<file path="config.mk">
export PLATFORM = sky130hd
export DESIGN_NAME = dram_arbiter
export DESIGN_NICKNAME = d
export VERILOG_FILES = /design/src/rtl/dram_arbiter.sv
export SDC_FILE = /design/constraint.sdc
export NUM_CORES = 1
export LEC_CHECK = 0
export CAP_MARGIN = 20
export CORE_MARGIN = 4
export CORE_UTILIZATION = 36
export CTS_CLUSTER_DIAMETER = 60
export DETAILED_ROUTE_END_ITERATION = 7
export PLACE_DENSITY = 0.92
export SLEW_MARGIN = 10
export SYNTH_ARGS = -nofsm -noshare
export SYNTH_HDL_FRONTEND = slang
export SYNTH_SLANG_ARGS = --single-unit
</file>
<file path="constraint.sdc">
create_clock -name CLK -period 3.6 [get_ports CLK]
set_input_delay 1.08 -clock CLK [delete_from_list [all_inputs] [get_ports CLK]]
set_output_delay 1.08 -clock CLK [all_outputs]
set_load 0.02 [all_outputs]
</file>
<file path="src/rtl/dram_arbiter.sv">
// dram_arbiter: round-robin two-port arbiter with bounded burst lock in front of single-port DRAM
module dram_arbiter #(
  parameter int DA_WIDTH = 11,
  parameter int DD_WIDTH = 8,
  parameter int MAX_HOLD = 4
) (
  input  logic                CLK,
  input  logic                RST,
  input  logic                R0_REQ,
  input  logic                R0_LOCK,
  input  logic                R0_WE,
  input  logic [DA_WIDTH-1:0] R0_A,
  input  logic [DD_WIDTH-1:0] R0_DIN,
  output logic                R0_ACK,
  output logic                R0_RVALID,
  output logic [DD_WIDTH-1:0] R0_RDATA,
  input  logic                R1_REQ,
  input  logic                R1_LOCK,
  input  logic                R1_WE,
  input  logic [DA_WIDTH-1:0] R1_A,
  input  logic [DD_WIDTH-1:0] R1_DIN,
  output logic                R1_ACK,
  output logic                R1_RVALID,
  output logic [DD_WIDTH-1:0] R1_RDATA,
  output logic [DA_WIDTH-1:0] M_A,
  output logic [DD_WIDTH-1:0] M_DIN,
  output logic                M_EN,
  output logic                M_WE,
  input  logic [DD_WIDTH-1:0] M_DOUT
);
  localparam int HW = $clog2(MAX_HOLD + 1);
  localparam logic [HW-1:0] HMAX = HW'(MAX_HOLD);

  logic          last_q, last_d, owner_q, owner_d, locked_q, locked_d;
  logic [HW-1:0] hold_q, hold_d;
  logic [1:0]    rv_q, rv_d;
  logic [1:0]    req;
  logic          keep, g, gv, lk;

  // Grant selection, memory port muxing and next-state; a locked owner wins until the hold budget is spent against a waiting competitor
  always_comb begin
    req      = {R1_REQ, R0_REQ};
    keep     = locked_q && req[owner_q] && !(req[!owner_q] && hold_q == HMAX);
    g        = keep ? owner_q : (req == 2'b10) ? 1'b1 : (req == 2'b01) ? 1'b0 : !last_q;
    gv       = !RST && (|req);
    lk       = g ? R1_LOCK : R0_LOCK;
    R0_ACK   = gv && !g;
    R1_ACK   = gv && g;
    M_EN     = gv;
    M_WE     = gv && (g ? R1_WE : R0_WE);
    M_A      = gv ? (g ? R1_A : R0_A) : '0;
    M_DIN    = gv ? (g ? R1_DIN : R0_DIN) : '0;
    last_d   = gv ? g : last_q;
    owner_d  = gv ? g : owner_q;
    locked_d = gv && lk;
    hold_d   = !gv ? '0 : (g == owner_q && locked_q) ? ((hold_q == HMAX) ? hold_q : hold_q + HW'(1)) : HW'(1);
    rv_d     = (gv && !M_WE) ? (g ? 2'b10 : 2'b01) : 2'b00;
  end

  assign R0_RVALID = rv_q[0];
  assign R1_RVALID = rv_q[1];
  assign R0_RDATA  = M_DOUT;
  assign R1_RDATA  = M_DOUT;

  // Arbitration state; reset favours R0 on the first tie and drops any read in flight
  always_ff @(posedge CLK or posedge RST) begin
    if (RST) begin
      last_q   <= 1'b1;
      owner_q  <= 1'b0;
      locked_q <= 1'b0;
      hold_q   <= '0;
      rv_q     <= 2'b00;
    end else begin
      last_q   <= last_d;
      owner_q  <= owner_d;
      locked_q <= locked_d;
      hold_q   <= hold_d;
      rv_q     <= rv_d;
    end
  end
endmodule

</file>
== Word-level counts from Yosys, hierarchy flattened ==
Index checks and enable logic that the tools add are counted.

* Register bits: 8
* Output and inout port bits: 41
* Logic and storage cells: 48

* Add/subtract/negate cells: 1
* $lt $le $gt $ge: 2
* Eq/ne operators: 5
* Mux-type cells: 18
* Reductions and logical operators: 17

{| class="wikitable"
|+ Operator list
! cell !! count
|-
| $mux W11 || 2
|-
| $mux W8 || 2
|-
| $logic_and A1 B1 Y1 || 10
|-
| $mux W1 || 9
|-
| $mux W3 || 3
|-
| $logic_not A1 Y1 || 6
|-
| $lt A1 B2 Y1 const B || 2
|-
| $mux W2 || 2
|-
| $add A3 B1 Y3 const B || 1
|-
| $eq A3 B3 Y1 const B || 1
|-
| $ne A3 B3 Y1 const B || 1
|-
| $eq A2 B1 Y1 const B || 1
|-
| $eq A2 B2 Y1 const B || 1
|-
| $reduce_or A2 Y1 || 1
|-
| $eq A1 B1 Y1 || 1
|}

== Depth between registers and ports, before layout ==
Gate-level depths: netlist of run 1.

* Depth after elaboration: 12
* Depth in mapped cells: 7
* Gate-level depth less buffers: 6

== Worst setup path after synthesis of run 1 ==
OpenSTA, ideal clock, no wires.

* Kind: input to output
* Start: in R1_REQ
* End: out M_A[7]
* Arrival time: 2.051 ns
* Slack: 0.469 ns
* Cell stages on the path: 4
* Cells stage by stage: o21ba_2 bufbuf_8 o21ai_2 a21oi_1

* Cells in the longest elaborated chain, start to end: 8
* Elaborated cells on any way between the ends: 17
* Those cells by class: eq/ne (2); mux (9); reduce/logical (6)

{| class="wikitable"
|+ RTL lines
! item !! line !! RTL
|-
| start, declared || 17 || <nowiki>input logic R1_REQ,</nowiki>
|-
| $mux W1 (not written as such) (2 in series) || 43 || <nowiki>keep = locked_q && req[owner_q] && !(req[!owner_q] && hold_q == HMAX);</nowiki>
|-
| $logic_and A1 B1 Y1 || 43 ||
|-
| $logic_not A1 Y1 || 43 ||
|-
| $logic_and A1 B1 Y1 || 43 ||
|-
| $mux W1 || 44 || <nowiki>g = keep ? owner_q : (req == 2'b10) ? 1'b1 : (req == 2'b01) ? 1'b0 : !last_q;</nowiki>
|-
| $mux W11 || 51 || <nowiki>M_A = gv ? (g ? R1_A : R0_A) : '0;</nowiki>
|-
| $mux W11 * || 51 ||
|-
| end, declared || 25 || <nowiki>output logic [DA_WIDTH-1:0] M_A,</nowiki>
|}

Mark *: on every way between the ends. The rest lies on a longest branch, timed or not. The select of a mux whose other input is x is not followed.

== Final worst setup path of run 1 ==
* Start: in RST
* End: out R0_ACK

* Cells in the longest elaborated chain, start to end: 3

{| class="wikitable"
|+ RTL lines
! item !! line !! RTL
|-
| start, declared || 8 || <nowiki>input logic RST,</nowiki>
|-
| $logic_not A1 Y1 (no source line) || -- ||
|-
| $logic_and A1 B1 Y1 || 45 || <nowiki>gv = !RST && (|req);</nowiki>
|-
| $logic_and A1 B1 Y1 || 47 || <nowiki>R0_ACK = gv && !g;</nowiki>
|-
| end, declared || 14 || <nowiki>output logic R0_ACK,</nowiki>
|}

No other way between the ends.

==> impl_metrics.sql, run 1 <==
INSERT INTO impl_metrics (metric_group, metric, value, unit) VALUES
('outcome', 'status', 'finished clean', ''),
('yosys', 'yosys.area.top_type', 'dfrtp_1', ''),
('worst_setup_path', 'r2r_slack', '1810', 'ps'),
('yosys', 'ys_top_cells_by_count', 'nand3_1, o21ai_2, a21oi_2', ''),
('yosys', 'synth_enable_flop_cells', '0', ''),
('floorplanning', 'die_width', '65.2', 'um'),
('floorplanning', 'die_h', '65.2', 'um'),
('cells_and_area', 'layout-area-overhead-vs-synth', '67.0', '%'),
('timing', 'fin_hold_ws', '583', 'ps'),
('grt', 'vias_in_the_first_global_route', '1238', ''),
('floorplanning', 'start_util', '37.9', '%'),
('worst_setup_path', 'cell_count_of_the_worst_reg_to_reg_path', '8', ''),
('yosys', 'synth-main-ff-cell', 'dfrtp_1', ''),
('worst_setup_path', 'worstSetupStartpoint', 'RST', ''),
('place', 'buffer_ports.inserted', '70', ''),
('yosys', 'postSynth.asyncResetShare', '100', '%'),
('timing', 'setup_viol_count_final', '0', ''),
('floorplanning', 'rows', '20', ''),
('routing', 'drc', '0', ''),
('clock_tree', 'cts.sinks', '8', ''),
('worst_setup_path', 'timing.critical_path.arrival', '2290', 'ps'),
('timing', 'hold_viol', '0', ''),
('hold_path', 'hold_path_class', 'register to register', ''),
('floorplanning', 'boundaryPins', '95', ''),
('yosys', 'yosys_warnings', '0', ''),
('clock_tree', 'clockBufferDepth', '2', ''),
('routing', 'dr_total_vias', '1227', ''),
('place', 'globalplace.congestion', '0.809', ''),
('worst_setup_path', 'endpoint', 'R0_ACK', ''),
('worst_setup_path', 'crit_type', 'input port to output port', ''),
('worst_setup_path', 'crit-reg2reg-launch', 'hold_q[0]', ''),
('timing', 'clock_period_minus_worst_slack', '3370', 'ps'),
('clock_tree', 'cts-root-buf', 'clkbuf_4', ''),
('routing', 'wl_per_cell', '13.9', 'um'),
('yosys', 'yosys_register_bits', '8', ''),
('run', 'max_cap_viol_count', '0', ''),
('clock_tree', 'clk_latency', '260', 'ps'),
('yosys', 'postSynthNetCount', '193', ''),
('clock_tree', 'clk_transition_reported_paths', '50', 'ps'),
('yosys', 'netlist.area_leader.share', '14.9', '%'),
('timing', 'worst_pin_slew', '258', 'ps'),
('pwr', 'sum_of_internal_switching_and_leakage_power', '517', 'uW'),
('routing', 'post_drt_via_cell_ratio', '4.97', ''),
('clock_tree', 'cts_buffers', '3', ''),
('timing', 'setup_total_negative_slack', '0', 'ps'),
('grt', 'global_route.overflow_total', '0', ''),
('yosys', 'synthCells', '137', ''),
('worst_setup_path', 'setup.worst_path.start_class', 'input port', ''),
('timing', 'timing.final.max_slew_violations', '0', ''),
('worst_setup_path', 'required', '2520', 'ps'),
('clock_tree', 'clock_tree.htree_level_count', '1', ''),
('pwr', 'power.ir.vdd_worst', '179', 'uV'),
('yosys', 'synth_sequential_area_ratio', '17.1', '%'),
('yosys', 'mappedNetlistArea', '1180', 'um2'),
('pwr', 'cellPowerDensity', '263', 'nW/um2'),
('worst_setup_path', 'worstSetupEndpointType', 'output port', ''),
('yosys', 'synthTopCellsByArea', 'dfrtp_1, o21ai_2, a21oi_2', ''),
('timing', 'fin_ws', '235', 'ps'),
('cells_and_area', 'final_net_count', '260', ''),
('timing', 'slew_headroom', '82.6', '%'),
('yosys', 'syn_area_per_cell', '8.59', 'um2'),
('place', 'numPlacedInstances', '241', ''),
('grt', 'pin_count_of_the_biggest_net_entering_global_routing', '23', ''),
('pwr', 'total_leakage_power', '0.769', 'nW'),
('floorplanning', 'die-area', '4250', 'um2'),
('timing', 'clock_skew', '5.86', 'ps'),
('floorplanning', 'core_area', '3100', 'um2'),
('clock_tree', 'cts_post_setup_buffers_inserted', '0', ''),
('grt', 'first_pass_grt_wire_length', '5540', 'um'),
('cells_and_area', 'stdcell_count', '247', ''),
('routing', 'detail-route-antenna-nets', '0', '');
## cells in the final DEF, fill, tap and decap left out, types with 5 or more instances in the layout
| cell type | netlist | routed |
|---|---|---|
| a21oi_2 | 17 | 17 |
| buf_12 | 1 | 6 |
| buf_4 | 16 | 10 |
| clkbuf_2 | 0 | 8 |
| clkdlybuf4s15_2 | 0 | 11 |
| clkdlybuf4s50_1 | 0 | 45 |
| dfrtp_1 | 7 | 7 |
| nand3_1 | 20 | 20 |
| o21ai_0 | 5 | 5 |
| o21ai_2 | 18 | 18 |
## how the worst min path moves through the flow
stage                    from   endpoint  slack (ps)  cells past startpoint
floorplan           hold_q[1]  hold_q[1]         550                      2
global placement       last_q     last_q         530                      2
detailed placement     last_q     last_q         560                      2
CTS                    last_q     last_q         570                      2
global route           last_q     last_q         610                      2
finish                 last_q     last_q         580                      2
## power breakdown
| part | switching, mW | internal (mW) | leakage [nW] |
|---|---|---|---|
| Sequential | 0.0124 | 0.0990 | 0.103 |
| Clock | 0.0335 | 0.0426 | 0.0150 |
| Combinational | 0.158 | 0.171 | 0.651 |
| Total | 0.204 | 0.313 | 0.769 |
## routing by layer
| layer | GRT usage (%) | vias up | routed length (um) |
|---|---|---|---|
| met2 | 29.3 | 45 | 1740 |
| met5 | 0 | - | 0 |
| li1 | - | 614 | - |
| met1 | 18.7 | 564 | 1380 |
| met3 | 3.25 | 4 | 299 |
| met4 | 4.40 | 0 | 31 |
## layout make-up
class,count,area [um2]
Clock buffer,4,26.3
Fill cell,268,1140
Inverter,4,15.0
Multi-Input combinational cell,97,749
Sequential cell,8,201
Tap cell,44,55.1
Timing Repair Buffer,90,918
## cell families after synthesis
kind of cell | after synthesis | share of synthesized area, %
AOI/OAI and AO/OA | 55 | 39.4
and+or+nand+nor | 38 | 18.1
buffers and inverters | 32 | 21.7
DFF | 8 | 17.1
adders and majority gates | 2 | 2.13
xor gates and xnor gates | 1 | 0.744
muxes | 1 | 0.850
## repair_timing
action	CTS	global route
endpoints found under the setup margin	23	23
cloned	0	2
gates resized for setup	61	18
hold buffers	0	0
## state kept, by name, indices dropped and copies added (netlist names)
signal,count
owner_q,1
rv_q,2
locked_q,1
last_q,1
hold_q,3
## worst max-delay path: stages
cell and delay (ps):
clkdlybuf4s50_1 400, inv_1 110, o21ai_4 90, buf_12 160, nor2_1 120, clkdlybuf4s15_1 320
(Power assumes the default switching activity.)
==> run 2, diff against run 1 <==
--- a/config.mk
+++ b/config.mk
@@ -7,11 +7,12 @@
 export LEC_CHECK = 0
 export CAP_MARGIN = 20
 export CORE_MARGIN = 4
-export CORE_UTILIZATION = 36
+export CORE_UTILIZATION = 30
 export CTS_CLUSTER_DIAMETER = 60
 export DETAILED_ROUTE_END_ITERATION = 7
-export PLACE_DENSITY = 0.92
+export PLACE_DENSITY = 0.8
 export SLEW_MARGIN = 10
 export SYNTH_ARGS = -nofsm -noshare
 export SYNTH_HDL_FRONTEND = slang
 export SYNTH_SLANG_ARGS = --single-unit
+export TNS_END_PERCENT = 50
==> run 2 against run 1 <==
Effect of this change: clock skew is 4.7 ps lower; core utilization shrank 9.7 points; total power is 6.1% higher; non-clock buffer count grew 1; sequential share of layout area is 0.14 points lower; maximum frequency down 5.8%; largest power group unchanged; highest routed layer unchanged.
==> impl_metrics.sql, run 2 (same netlist as run 1, synthesis figures left out) <==
INSERT INTO impl_metrics (metric_group, metric, value, unit) VALUES
('outcome', 'status', 'finished clean', ''),
('worst_setup_path', 'critPathMaxStageDelay', '520', 'ps'),
('clock_tree', 'cts-root-buf', 'clkbuf_8', ''),
('floorplanning', 'core_area', '3720', 'um2'),
('clock_tree', 'clock_tree.htree_level_count', '1', ''),
('timing', 'timing.final.crit_share', '99.3', '%'),
('pwr', 'sum_of_internal_switching_and_leakage_power', '548', 'uW'),
('place', 'buffer_ports.inserted', '70', ''),
('cells_and_area', 'final_cell_mix', 'clkdlybuf4s50_1, nand3_1, o21ai_2', ''),
('place', 'dpl-instance-area', '1930', 'um2'),
('clock_tree', 'clk_latency', '230', 'ps'),
('clock_tree', 'clockBufferDepth', '2', ''),
('timing', 'setup_repair_after_global_routing_missed_its_margin', 'true', ''),
('routing', 'wl_per_cell', '13.9', 'um'),
('worst_setup_path', 'crit-reg2reg-launch', 'hold_q[0]', ''),
('timing', 'clock_skew', '1.19', 'ps'),
('clock_tree', 'clk_transition_reported_paths', '40', 'ps'),
('routing', 'post_drt_via_cell_ratio', '4.79', ''),
('timing', 'clock_period_minus_worst_slack', '3570', 'ps'),
('worst_setup_path', 'endpoint', 'M_A[7]', ''),
('pwr', 'power.ir.vdd_worst', '134', 'uV'),
('worst_setup_path', 'setup.worst_path.start_class', 'input port', ''),
('place', 'pre_cts_ws', '-488', 'ps'),
('cells_and_area', 'final_net_count', '261', ''),
('hold_path', 'min_from', 'last_q', ''),
('worst_setup_path', 'crit_top_cell', 'buf_12', ''),
('worst_setup_path', 'timing.critical_path.arrival', '2490', 'ps'),
('clock_tree', 'cts_buffers', '3', ''),
('worst_setup_path', 'crit-reg2reg-capture', 'last_q', ''),
('worst_setup_path', 'cp_num_cells', '7', ''),
('worst_setup_path', 'critPathMaxFanout', '10', ''),
('worst_setup_path', 'crit_type', 'input port to output port', ''),
('hold_path', 'hold_path_class', 'register to register', ''),
('floorplanning', 'rows', '22', ''),
('clock_tree', 'tritoncts_clock_tree', 'done', ''),
('timing', 'fin_ws', '26.0', 'ps'),
('routing', 'drt-initial-drc-count', '13', ''),
('floorplanning', 'die_h', '70.6', 'um'),
('timing', 'setup_viol_count_final', '0', ''),
('cells_and_area', 'largest_reg_flops', '3', ''),
('worst_setup_path', 'r2r_slack', '1830', 'ps'),
('routing', 'wirelength', '3500', 'um'),
('timing', 'slew_headroom', '77.6', '%'),
('place', 'globalplace.congestion', '0.765', ''),
('worst_setup_path', 'required', '2520', 'ps'),
('cells_and_area', 'post-route-cell-area', '1990', 'um2'),
('worst_setup_path', 'worstSetupStartpoint', 'R1_REQ', ''),
('worst_setup_path', 'crit_family', 'buffers and inverters', ''),
('grt', 'global_route.overflow_total', '0', ''),
('cells_and_area', 'drive_above_1_share', '47.5', '%'),
('pwr', 'cellPowerDensity', '275', 'nW/um2'),
('floorplanning', 'start_util', '31.7', '%'),
('timing', 'worst_pin_slew', '335', 'ps'),
('routing', 'detail-route-antenna-nets', '0', ''),
('grt', 'groute.usage.overall', '13.4', '%'),
('timing', 'hold_viol', '0', ''),
('worst_setup_path', 'crit_buf_inv', '5', ''),
('timing', 'maxClockFrequency', '280', 'MHz'),
('floorplanning', 'boundaryPins', '95', ''),
('pwr', 'total_leakage_power', '0.773', 'nW'),
('timing', 'timing.final.max_slew_violations', '0', ''),
('grt', 'pin_count_of_the_biggest_net_entering_global_routing', '15', ''),
('floorplanning', 'die_width', '70.6', 'um'),
('grt', 'grt_antenna_before_repair', '0', ''),
('grt', 'first_pass_grt_wire_length', '5490', 'um'),
('run', 'max_cap_viol_count', '0', ''),
('grt', 'vias_in_the_first_global_route', '1184', ''),
('routing', 'drt_first_pass_iters', '4', ''),
('place', 'place.detailed.hpwl', '2780', 'um'),
('worst_setup_path', 'critPathSlowestCell', 'clkdlybuf4s50_1', ''),
('clock_tree', 'cts.sinks', '8', ''),
('cells_and_area', 'largest-register', 'hold_q', ''),
('cells_and_area', 'antenna_cells', '0', ''),
('routing', 'dr_total_vias', '1206', ''),
('clock_tree', 'cts_hold_buf', '0', ''),
('worst_setup_path', 'worstSetupEndpointType', 'output port', ''),
('cells_and_area', 'layout-area-overhead-vs-synth', '69.2', '%'),
('cells_and_area', 'reg_top3', 'hold_q x3, rv_q x2', ''),
('cells_and_area', 'layout.cells.most_common', 'clkdlybuf4s50_1', ''),
('worst_setup_path', 'crit_chain', 'clkdlybuf4s50_1 > buf_4 > o21ai_4 > buf_12 > buf_12 > a21oi_1 > clkdlybuf4s15_2', ''),
('routing', 'drc', '0', ''),
('worst_setup_path', 'cell_count_of_the_worst_reg_to_reg_path', '8', ''),
('floorplanning', 'die-area', '4990', 'um2');
==> run 2: per-layer routing <==
metal	routed length (um)	GRT usage, %
met4	36	3.97
met5	0	0
met2	1660	23.4
met1	1570	16.8
met3	227	2.70
==> run 2: metrics by stage <==
step	hold WS [ps]	TNS (ps)	util, %	instances
after floorplan	548	0	-	137
after global placement	528	-9830	51.9	246
after detailed placement	557	-10210	51.9	246
after CTS	567	0	54.4	251
after global routing	598	-0.449	53.6	252
final	569	0	53.6	252
==> run 2: final cells by class <==
type	instances	area, um2
Sequential cell	8	201
Inverter	4	15.0
Timing Repair Buffer	91	928
Fill cell	337	1720
Tap cell	48	60.1
Clock buffer	4	45.0
Multi-Input combinational cell	97	742
==> run 2: where the power goes <==
group	leakage (nW)	switching, mW	internal [mW]	total, mW
combinational	0.647	0.155	0.168	0.323
sequential	0.103	0.0122	0.0994	0.112
clock	0.0228	0.0368	0.0768	0.114
total	0.773	0.204	0.344	0.548
==> run 2: how the worst min path moves through the flow <==
stage | cells past startpoint | endpoint | slack (ps)
2_1_floorplan | 2 | hold_q[1] | 550
3_3_place_gp | 2 | last_q | 530
3_5_place_dp | 2 | last_q | 560
4_1_cts | 2 | last_q | 570
5_1_grt | 2 | last_q | 600
6_report | 2 | last_q | 570
==> run 2: repair_timing <==
action / 4_1_cts / 5_1_grt
endpoints found under the setup margin: 23 / 21
buffers inserted: 1 / 0
cloned: 0 / 1
gates resized for setup: 64 / 12
pin swaps: 2 / 0
==> run 2: tightest hold or removal path: stages (launching register included) <==
cell and delay, ps:
dfstp_2 410, nand2_1 60, o21ai_0 80
==> run 3, diff against run 2 <==
--- a/config.mk
+++ b/config.mk
@@ -10,7 +10,8 @@
 export CORE_UTILIZATION = 30
 export CTS_CLUSTER_DIAMETER = 60
 export DETAILED_ROUTE_END_ITERATION = 7
-export PLACE_DENSITY = 0.8
+export PLACE_DENSITY = 0.83
+export RECOVER_POWER = 25
 export SLEW_MARGIN = 10
 export SYNTH_ARGS = -nofsm -noshare
 export SYNTH_HDL_FRONTEND = slang
==> run 3 against run 2 <==
Effect of this change: hold slack lost 7.1 ps; global-route usage grew 0.60 points; clock skew is essentially flat; design area shrank 6.3%; register-to-register slack gained 30 ps; largest power group unchanged; flip-flop and latch count is the same; via count is essentially flat.
==> impl_metrics.sql, run 3 (same netlist as run 1, synthesis figures left out) <==
INSERT INTO impl_metrics (metric_group, metric, value, unit) VALUES
('timing', 'timing.final.max_slew_violations', '0', ''),
('cells_and_area', 'largest_reg_flops', '3', ''),
('timing', 'setup_viol_count_final', '0', ''),
('worst_setup_path', 'crit-reg2reg-launch', 'hold_q[0]', ''),
('grt', 'first_pass_grt_wire_length', '5860', 'um'),
('timing', 'hold_viol', '0', ''),
('floorplanning', 'die-area', '4990', 'um2'),
('hold_path', 'whs_endpoint', 'last_q', ''),
('floorplanning', 'die_h', '70.6', 'um'),
('routing', 'post_drt_via_cell_ratio', '4.83', ''),
('run', 'max_cap_viol_count', '0', ''),
('pwr', 'power.ir.vdd_worst', '168', 'uV'),
('worst_setup_path', 'timing.critical_path.arrival', '2440', 'ps'),
('timing', 'maxClockFrequency', '284', 'MHz'),
('floorplanning', 'rows', '22', ''),
('worst_setup_path', 'r2r_slack', '1860', 'ps'),
('place', 'globalplace.congestion', '0.808', ''),
('pwr', 'sum_of_internal_switching_and_leakage_power', '538', 'uW'),
('pwr', 'cell_internal_pwr', '330', 'uW'),
('worst_setup_path', 'crit_type', 'input port to output port', ''),
('hold_path', 'hold_path_class', 'register to register', ''),
('timing', 'timing.final.crit_share', '97.8', '%'),
('timing', 'slew_headroom', '72.4', '%'),
('routing', 'wirelength', '3530', 'um'),
('clock_tree', 'cts_buffers', '3', ''),
('grt', 'vias_in_the_first_global_route', '1237', ''),
('pwr', 'power.net_switching', '208', 'uW'),
('pwr', 'power.share.combinational', '57.3', '%'),
('place', 'place.detailed.hpwl', '2840', 'um'),
('timing', 'setup_repair_after_global_routing_missed_its_margin', 'false', ''),
('routing', 'drt-initial-drc-count', '31', ''),
('place', 'dpl-instance-area', '1910', 'um2'),
('pwr', 'total_leakage_power', '0.745', 'nW'),
('timing', 'clock_skew', '1.19', 'ps'),
('timing', 'clock_period_minus_worst_slack', '3520', 'ps'),
('routing', 'drc', '0', ''),
('grt', 'pin_count_of_the_biggest_net_entering_global_routing', '19', ''),
('outcome', 'status', 'finished clean', ''),
('pwr', 'cellPowerDensity', '289', 'nW/um2'),
('hold_path', 'min_from', 'last_q', ''),
('grt', 'global_route.overflow_total', '0', ''),
('pwr', 'clockPowerShare', '21.9', '%'),
('clock_tree', 'clk_transition_reported_paths', '40', 'ps'),
('clock_tree', 'clockBufferDepth', '2', ''),
('clock_tree', 'clock_tree.htree_level_count', '1', ''),
('cells_and_area', 'final_net_count', '259', ''),
('floorplanning', 'die_width', '70.6', 'um'),
('worst_setup_path', 'critPathSlowestCell', 'clkdlybuf4s50_1', ''),
('clock_tree', 'tritoncts_clock_tree', 'done', ''),
('pwr', 'sequential_power_share', '20.8', '%'),
('routing', 'dr_total_vias', '1207', ''),
('worst_setup_path', 'cell_count_of_the_worst_reg_to_reg_path', '8', ''),
('floorplanning', 'boundaryPins', '95', ''),
('floorplanning', 'core_area', '3720', 'um2'),
('grt', 'groute.usage.overall', '14.1', '%'),
('clock_tree', 'cts_post_setup_buffers_inserted', '0', ''),
('floorplanning', 'start_util', '31.7', '%'),
('routing', 'detail-route-antenna-nets', '0', ''),
('pwr', 'power.switching_fraction', '38.6', '%'),
('worst_setup_path', 'critPathMaxFanout', '14', ''),
('routing', 'drt_first_pass_iters', '4', ''),
('worst_setup_path', 'required', '2520', 'ps'),
('place', 'buffer_ports.inserted', '70', ''),
('worst_setup_path', 'crit-reg2reg-capture', 'last_q', ''),
('worst_setup_path', 'worstSetupEndpointType', 'output port', ''),
('cells_and_area', 'largest-register', 'hold_q', ''),
('cells_and_area', 'layout.cells.most_common', 'clkdlybuf4s50_1', ''),
('cells_and_area', 'post-route-cell-area', '1870', 'um2'),
('cells_and_area', 'antenna_cells', '0', ''),
('grt', 'grt_antenna_before_repair', '0', ''),
('cells_and_area', 'drive_above_1_share', '47.0', '%'),
('cells_and_area', 'layout-area-overhead-vs-synth', '58.4', '%'),
('worst_setup_path', 'setup.worst_path.start_class', 'input port', ''),
('worst_setup_path', 'crit_chain', 'clkdlybuf4s50_1 > o21bai_2 > buf_6 > nand3_1 > a21oi_2 > clkdlybuf4s15_2', ''),
('clock_tree', 'cts-root-buf', 'clkbuf_8', ''),
('worst_setup_path', 'critPathMaxStageDelay', '520', 'ps'),
('cells_and_area', 'nFillCells', '363', ''),
('cells_and_area', 'final_cell_mix', 'clkdlybuf4s50_1, nand3_1, o21ai_2, clkbuf_2, a21oi_2', ''),
('clock_tree', 'cts_hold_buf', '0', ''),
('hold_path', 'worstHoldPathCells', '2', ''),
('clock_tree', 'cts.sinks', '8', ''),
('cells_and_area', 'reg_top3', 'hold_q x3, rv_q x2', ''),
('clock_tree', 'clk_latency', '230', 'ps'),
('routing', 'wl_per_cell', '14.1', 'um'),
('timing', 'worst_pin_slew', '414', 'ps'),
('timing', 'setup_total_negative_slack', '0', 'ps');
-- run 3: cell count changes in the layout (fill, tap and decap cells not counted) --
cell,change
clkbuf_1,+1
buf_4,-1
clkdlybuf4s15_2,-12
clkbuf_2,+13
dlygate4sd3_1,+1
clkdlybuf4s50_1,-1
dlymetal6s2s_1,-1
buf_12,-2
-- run 3: worst max-delay path: cells and delay by family --
family,cells,cell delay (ps)
simple gates,1,110
buf+inv,3,980
compound gates,2,270
-- run 3: repair_timing --
item,4_1_cts,5_1_grt
resized for setup,50,26
setup endpoints to repair,23,21
pin swaps,1,0
-- run 3: worst max-delay path by stage --
stage	start	end	slack [ps]	cells after the start
after floorplan	R1_REQ	M_A[7]	470	4
after global placement	R0_REQ	M_A[1]	-420	6
after detailed placement	R0_REQ	M_A[1]	-470	6
after CTS	R1_REQ	M_DIN[2]	20	6
after global routing	R1_REQ	M_A[3]	2	6
final	R1_REQ	M_A[8]	80	6
-- run 3: metal layers --
| layer | wire (um) | share of wire [%] | vias to the layer above | global-route usage, % |
|---|---|---|---|---|
| met4 | 25 | 0.71 | 0 | 5.01 |
| met1 | 1510 | 43 | 553 | 16.2 |
| li1 | - | - | 604 | - |
| met2 | 1720 | 49 | 48 | 24.8 |
| met3 | 286 | 8.1 | 2 | 3.84 |
| met5 | 0 | 0 | - | 0 |
-- run 3: final cells by class --
type / instances / area [um2] / share of cell area, %
repair buffers: 89 / 802 / 43.0
multi-input cells: 97 / 742 / 39.8
flip-flops and latches: 8 / 201 / 10.8
well taps: 48 / 60.1 / 3.22
clock buffers: 4 / 45.0 / 2.41
inverters: 4 / 15.0 / 0.805
-- run 3: power by group through the flow --
stage	clock [mW]	combinational [mW]	sequential [mW]
floorplan	0	0.215	0.108
detailed placement	0	0.330	0.112
global route	0.126	0.334	0.113
CTS	0.122	0.322	0.111
global placement	0	0.326	0.111
finish	0.118	0.309	0.112
-- run 3: stage by stage --
stage	worst slack (ps)	cells	util [%]	hold slack, ps
after floorplan	469	137	-	548
after global routing	2.35	250	50.2	627
final	77.4	250	50.2	562
after CTS	21.1	250	53.1	558
after detailed placement	-468	246	51.5	543
after global placement	-420	246	51.5	530
